`config.mk`:
```
export PLATFORM = sky130hd
export DESIGN_NAME = bus_slave_regs
export DESIGN_NICKNAME = d
export VERILOG_FILES = /design/src/rtl/bus_slave_regs.sv
export SDC_FILE = /design/constraint.sdc
export NUM_CORES = 1
export LEC_CHECK = 0
export BUFFER_PORTS_ARGS = -buffer_cell sky130_fd_sc_hd__buf_2
export CAP_MARGIN = 20
export CORE_ASPECT_RATIO = 1.75
export CORE_MARGIN = 1
export CORE_UTILIZATION = 35
export CTS_CLUSTER_DIAMETER = 50
export DETAILED_ROUTE_END_ITERATION = 6
export SLEW_MARGIN = 0
export SYNTH_ARGS = -nofsm -noshare
export SYNTH_HDL_FRONTEND = slang
export SYNTH_SLANG_ARGS = --single-unit
```
`constraint.sdc`:
```
create_clock -name clk -period 2 [get_ports clk]
set_input_delay 0 -clock clk [delete_from_list [all_inputs] [get_ports clk]]
set_output_delay 0 -clock clk [all_outputs]
set_load 0.03 [all_outputs]
```
`src/rtl/bus_slave_regs.sv`:
```
// bus_slave_regs: bus slave with three read/write registers and an access counter.
// The slave latches a request, waits a fixed number of cycles, then pulses
// rdy_ low for one cycle.
//
// Ports:
//   clk      in   system clock, rising edge
//   reset    in   synchronous reset, active high
//   cs_      in   chip select, active low
//   as_      in   address strobe, active low
//   rw       in   1 = read, 0 = write
//   addr     in   word address [29:0]; only bits [1:0] are decoded
//   wr_data  in   write data [31:0]
//   rd_data  out  read data [31:0]; zero unless a read is being acknowledged
//   rdy_     out  access-complete strobe, active low, one cycle per access
//
// state | meaning
// IDLE  | waiting for cs_ = 0 and as_ = 0; the request is latched here
// WAIT  | inserting WAIT_STATES cycles (down-counter)
// ACK   | rdy_ low for one cycle; write and count update on the closing edge
module bus_slave_regs #(
    parameter int unsigned WAIT_STATES = 2
) (
    input  logic        clk,
    input  logic        reset,
    input  logic        cs_,
    input  logic        as_,
    input  logic        rw,
    input  logic [29:0] addr,
    input  logic [31:0] wr_data,
    output logic [31:0] rd_data,
    output logic        rdy_
);

    typedef enum logic [1:0] {
        IDLE = 2'd0,
        WAIT = 2'd1,
        ACK  = 2'd2
    } state_t;

    localparam logic [3:0] WS = 4'(WAIT_STATES);

    state_t      state;
    state_t      state_nxt;
    logic [3:0]  wait_cnt;
    logic [1:0]  idx_q;
    logic        rw_q;
    logic [31:0] wdata_q;
    logic [31:0] reg0;
    logic [31:0] reg1;
    logic [31:0] reg2;
    logic [31:0] acc_cnt;
    logic        req;

    // The upper address bits alias onto the same four registers.
    logic        unused_addr_hi;
    assign unused_addr_hi = ^addr[29:2];

    assign req = !cs_ && !as_;

    always_comb begin
        state_nxt = state;
        case (state)
            IDLE: if (req) state_nxt = (WS == 4'd0) ? ACK : WAIT;
            // Counter is loaded with WAIT_STATES on capture, so terminal count
            // at 1 gives exactly WAIT_STATES cycles in WAIT.
            WAIT: if (wait_cnt <= 4'd1) state_nxt = ACK;
            ACK:  state_nxt = IDLE;
            default: state_nxt = IDLE;
        endcase
    end

    always_ff @(posedge clk) begin
        if (reset) begin
            state    <= IDLE;
            wait_cnt <= '0;
            idx_q    <= '0;
            rw_q     <= 1'b0;
            wdata_q  <= '0;
            reg0     <= '0;
            reg1     <= '0;
            reg2     <= '0;
            acc_cnt  <= '0;
        end else begin
            state <= state_nxt;
            if (state == IDLE && req) begin
                idx_q    <= addr[1:0];
                rw_q     <= rw;
                wdata_q  <= wr_data;
                wait_cnt <= WS;
            end else if (state == WAIT && wait_cnt != 4'd0) begin
                wait_cnt <= wait_cnt - 4'd1;
            end
            if (state == ACK) begin
                acc_cnt <= acc_cnt + 32'd1;
                if (!rw_q) begin
                    case (idx_q)
                        2'd0:    reg0 <= wdata_q;
                        2'd1:    reg1 <= wdata_q;
                        2'd2:    reg2 <= wdata_q;
                        default: ;  // ACC_CNT is read-only; write is dropped
                    endcase
                end
            end
        end
    end

    // ACC_CNT reads return the pre-increment value because the increment
    // lands on the edge that ends ACK.
    always_comb begin
        rd_data = '0;
        if (state == ACK && rw_q) begin
            case (idx_q)
                2'd0:    rd_data = reg0;
                2'd1:    rd_data = reg1;
                2'd2:    rd_data = reg2;
                default: rd_data = acc_cnt;
            endcase
        end
    end

    assign rdy_ = (state != ACK);

endmodule

```
* After elaboration in Yosys (flattened, before gate mapping)
Index checks and enable logic that the tools add are counted.
** Storage, ports and cells
- Register bits after elaboration :: 169
- Input port bits :: 67
- Word-level logic and storage cells :: 43
** Operators by class
- Add/subtract/negate cells :: 2
- $lt $le $gt $ge :: 1
- Equal/unequal tests :: 7
- Mux-type cells :: 7
- Bitwise logic cells :: 1
- Reduce and logical (&&, ||, !) cells :: 15
** Operators with widths (number)
- 32-bit case mux with 3 select lines :: 1
- 32-bit by 1-bit adder with 32-bit output (second input constant) :: 1
- 32-bit two-way mux :: 1
- 3-bit AND reduction :: 3
- 2-bit two-way mux :: 4
- 2-bit != test (second input constant) :: 3
- 2-bit by 1-bit equality test with 1-bit output (second input constant) :: 2
- 2-bit equality test (second input constant) :: 2
- 4-bit by 1-bit less-or-equal comparator with 1-bit output (second input constant) :: 1
- 1-bit logical AND :: 4
- 2-bit logical NOT :: 2
- 2-bit case mux with 2 select lines :: 1
- 4-bit nonzero test :: 1
- 4-bit by 1-bit subtractor with 4-bit output (second input constant) :: 1
- 1-bit logical NOT :: 2
- 2-bit AND reduction :: 1
- 2-bit nonzero test :: 1
- 2-bit OR reduction :: 1
- 1-bit inverter :: 1

* Longest topological paths before layout
- Word-level depth :: 4
- Mapped depth :: 7
- Gate-level depth less buffers :: 6

* Least setup slack after synthesis
Ideal clock, no wire load.
- Kind :: flip-flop to flip-flop
- Start point :: register acc_cnt[4]
- End point :: register acc_cnt[17]
- Library setup time :: 0.070 ns
- Arrival :: 1.697 ns
- Slack :: 0.233 ns
- Stages on the path, launching flop included :: 6
- Buffers on the path :: 1
- Clock period less this slack :: 1.767 ns
- Cell sequence :: dfxtp_1 -> nand4_2 -> or4_4 -> buf_6 -> or4_1 -> a21oi_1
** On the way
- Longest elaborated chain between the ends :: 1
** Ends and longest elaborated chain
- start, declared :: RTL line 51 : logic [31:0] acc_cnt;
- start signal, assigned :: RTL line 94 : acc_cnt <= acc_cnt + 32'd1;
- 32-bit by 1-bit adder with 32-bit output :: RTL line 94
No other way between the ends.
A chain may end at the register's enable or synchronous reset.

* Worst setup path in the final report
- Start point :: register idx_q[0]
- End point :: output port rd_data[4]
** On the way
- Longest elaborated chain between the ends :: 3
- Elaborated cells between the ends (all ways) :: 5
- Classes of those cells :: 2 x eq/ne; 2 x mux; 1 x reduce/logical
** Ends and longest elaborated chain
- start, declared :: RTL line 45 : logic [1:0] idx_q;
- start signal, assigned :: RTL line 86 : idx_q <= addr[1:0];
- 2-bit equality test, or another cell as far along :: RTL line 112 : case (idx_q)
- 32-bit case mux with 3 select lines * :: RTL line 112
- 32-bit two-way mux * :: RTL line 111 : if (state == ACK && rw_q) begin
- end, declared :: RTL line 30 : output logic [31:0] rd_data,
Every way passes the cells marked *; elsewhere a longest branch is shown, timed or not.

==> impl_metrics.toml <==
[status]
status = "finished, violations left"
violations_in_the_final_reports = "design-rule violations"

[worst_setup_path]
crit_chain = "buf_8 > mux4_1 > and3_1 > buf_2"
r2r_setup_slack_ns = 0.09
type_of_destination_of_the_critical_path = "output pin"
critical_path.reg2reg.startpoint = "acc_cnt[6]"
critical_path_arrival_ns = 1.93
startpoint_type = "flop"
worstSetupPathType = "flop to output pin"
critical_path_required_ns = 2.00
critical_path.top_delay_family = "multiplexers"
timing.critical_path.buf_inv = 2
path_max_fanout = 14
critical_path.max_stage_delay_ns = 0.58
cp_slowest_cell = "sky130_fd_sc_hd__mux4_1"
worstSetupStartpoint = "idx_q[0]"

[synth]
mappedNetlistArea_mm2 = 0.00738
synth_simple_gate_area_share = 0.246
yosys_most_used_dff = "sky130_fd_sc_hd__dfxtp_1"
synth_adder_area_share = 0.00678
synth.net_count = 942
cells_after_synthesis = 871
synth_xor_xnor_area_share = 0.0142
synth_compound_gate_area_share = 0.125
synth_top_family_by_area = "simple AND/OR/NAND/NOR gates"
yosysWarningCount = 0
yosys_register_bits = 169
synth-seq-area-share = 0.458
synthArstFlopShare = 0
synth.lib_cells_used.distinct = 40
muxShareOfSynthArea = 0.101
synth_area_per_cell_um2 = 8.48
synth-edff-count = 0

[sta]
hold_slack_ns = 0.0181
post-route-min-period_ns = 1.93
final_min_period_over_clock_period = 0.967
finalSetupViolations = 0
clock.fmax_mhz = 517
tns_ns = 0
clock_skew_ns = 0.0119
slew_viol_final = 0
slew-limit-headroom = 0.622
hold_violation_total_from_the_final_report = 0
finalWorstSetupSlack_ns = 0.0661
grt_setup_unrepaired = "no"
pin_slew_with_the_least_headroom_to_its_limit_ns = 0.566

[final_layout]
most_common_cell_after_layout_fill_and_taps_aside = "sky130_fd_sc_hd__nand2_1"
fin_nets = 1046
multi_input_comb_area_mm2 = 0.00369
final_cell_mix = "276 x sky130_fd_sc_hd__nand2_1, 167 x sky130_fd_sc_hd__dfxtp_1, 156 x sky130_fd_sc_hd__a21oi_1"
antenna-diode-count = 0
syn2layout_area_growth_pct = 24.0
final.fill_count = 2041
seqCellArea_mm2 = 0.00339
post_route_cells_drive_above_1_share = 0.199

[global_routing]
grt_first_pass_wirelength_um = 32200
antenna_found_initial = 0
grt_use_total = 0.189
globalRouteOverflowTotal = 0
first_global_vias = 6302
grt_max_degree = 74

[detailed_routing]
vias = 6489
post-route-drc-count = 6
ant_nets = 0
route.detailed.vias_per_inst = 5.23
wl_met2_um = 10700
top_layer_used = "met4"
drt-pass1-iter-count = 6
met3_length_um = 684
final_routed_wirelength_across_all_metal_layers_um = 20400
first_iter_violations = 354
route.detailed.wl_per_inst_um = 16.4
wirelength_met1_um = 8550

[flow_run]
maxCapViolCount = 0

[pwr]
power_density_mw_per_mm2 = 783
power.static_leakage_uw = 0.00336
vdd_ir_drop_max_v = 0.000553

[floorplan]
io-pin-count = 100
placementRows = 70
fp.dieW_um = 112
core_area_mm2 = 0.0208
start_util = 0.356
die_area_mm2 = 0.0217
dieHeight_um = 194

[placed_design]
dp_worst_setup_slack_ns = 0.123
place.detailed.hpwl_um = 12900
numPortBuffers = 71
routabilityCongestion = 0.743

[clocking]
cts_tree = "yes"
cts_htree_levels = 4
clkSinkCount = 169
ctsLongestPathBuffers = 2
clk_transition_reported_paths_ns = 0.06
root_buffer = "sky130_fd_sc_hd__clkbuf_16"
num_cts_buffers = 17
clock_insertion_delay_worst_skew_ns = 0.43

[min_path]
hold_path.startpoint = "as_"
hold_path_class = "input pin to flop"
## worst min-delay path, cell delays in order
cell and delay [ns]:
sky130_fd_sc_hd__buf_2 0.09, sky130_fd_sc_hd__nor4_2 0.05, sky130_fd_sc_hd__buf_4 0.14, sky130_fd_sc_hd__nand2_1 0.06, sky130_fd_sc_hd__a21oi_1 0.05
## path summary, 6_finish.rpt
check,to,depth (start not counted)
setup / recovery,rd_data[4],4
hold / removal,wdata_q[3],5
setup reg to reg,acc_cnt[13],4
hold reg to reg,reg1[13],2
## state kept, by name, summed over array words and instances, names as in the netlist
register  cells
state         2
rw_q          1
idx_q         2
acc_cnt      32
reg2         32
wait_cnt      4
wdata_q      32
reg1         32
reg0         32
## area by class of cell
cell class,count,share of cell area
multi-input cells,628,0.403
flip-flops and latches,169,0.370
repair buffers,151,0.125
clock buffers,19,0.0484
well taps,252,0.0344
clock inverters,13,0.0156
inverters,8,0.00328
## power breakdown
| part | leakage [uW] | internal (uW) | switching (uW) |
|---|---|---|---|
| Clock | 0.000290 | 1890 | 1390 |
| Sequential | 0.00137 | 3410 | 50.4 |
| Combinational | 0.00171 | 194 | 235 |
## cell usage after synthesis (8+ instances only)
cell,n,share of area
sky130_fd_sc_hd__nor2_1,14,0.0071
sky130_fd_sc_hd__mux4_2,31,0.095
sky130_fd_sc_hd__nand3_1,11,0.0075
sky130_fd_sc_hd__a21oi_1,156,0.11
sky130_fd_sc_hd__o21ai_0,9,0.0061
sky130_fd_sc_hd__nand4_1,10,0.0085
sky130_fd_sc_hd__clkbuf_1,54,0.027
sky130_fd_sc_hd__and3_1,36,0.031
sky130_fd_sc_hd__dfxtp_1,169,0.46
sky130_fd_sc_hd__nand2_1,276,0.14
sky130_fd_sc_hd__or4_1,14,0.014
sky130_fd_sc_hd__o31ai_1,13,0.013
sky130_fd_sc_hd__inv_1,8,0.0041
## through the flow
step / utilization / std cells / power [uW] / area (um^2)
3_5_place_dp: 0.391 / 1168 / 3900 / 8120
5_1_grt: 0.441 / 1240 / 7410 / 9160
2_1_floorplan: - / 871 / 3750 / 7380
4_1_cts: 0.438 / 1236 / 7230 / 9090
6_report: 0.441 / 1240 / 7170 / 9160
3_3_place_gp: 0.391 / 1168 / 3900 / 8120
## metal layers
layer	global-route usage	vias to the layer above
met4	0.0691	0
met5	0	-
met3	0.0278	23
met1	0.219	3110
met2	0.349	138
li1	-	3218
## kinds of logic after synthesis
kind of cell,count (synthesis)
simple gates,398
compound gates,178
flops,169
buf+inv,76
mux,34
xor+xnor,12
fa+ha+maj,4
## timing repair
action | in CTS | in global routing
pin swaps | 0 | 1
cloned | 1 | 3
endpoints found under the hold margin | 35 | 0
hold buffers | 35 | 0
gates resized for setup | 1 | 4
setup buffers | 0 | 1
setup endpoints to repair | 7 | 7
(Power assumes the default switching activity.)
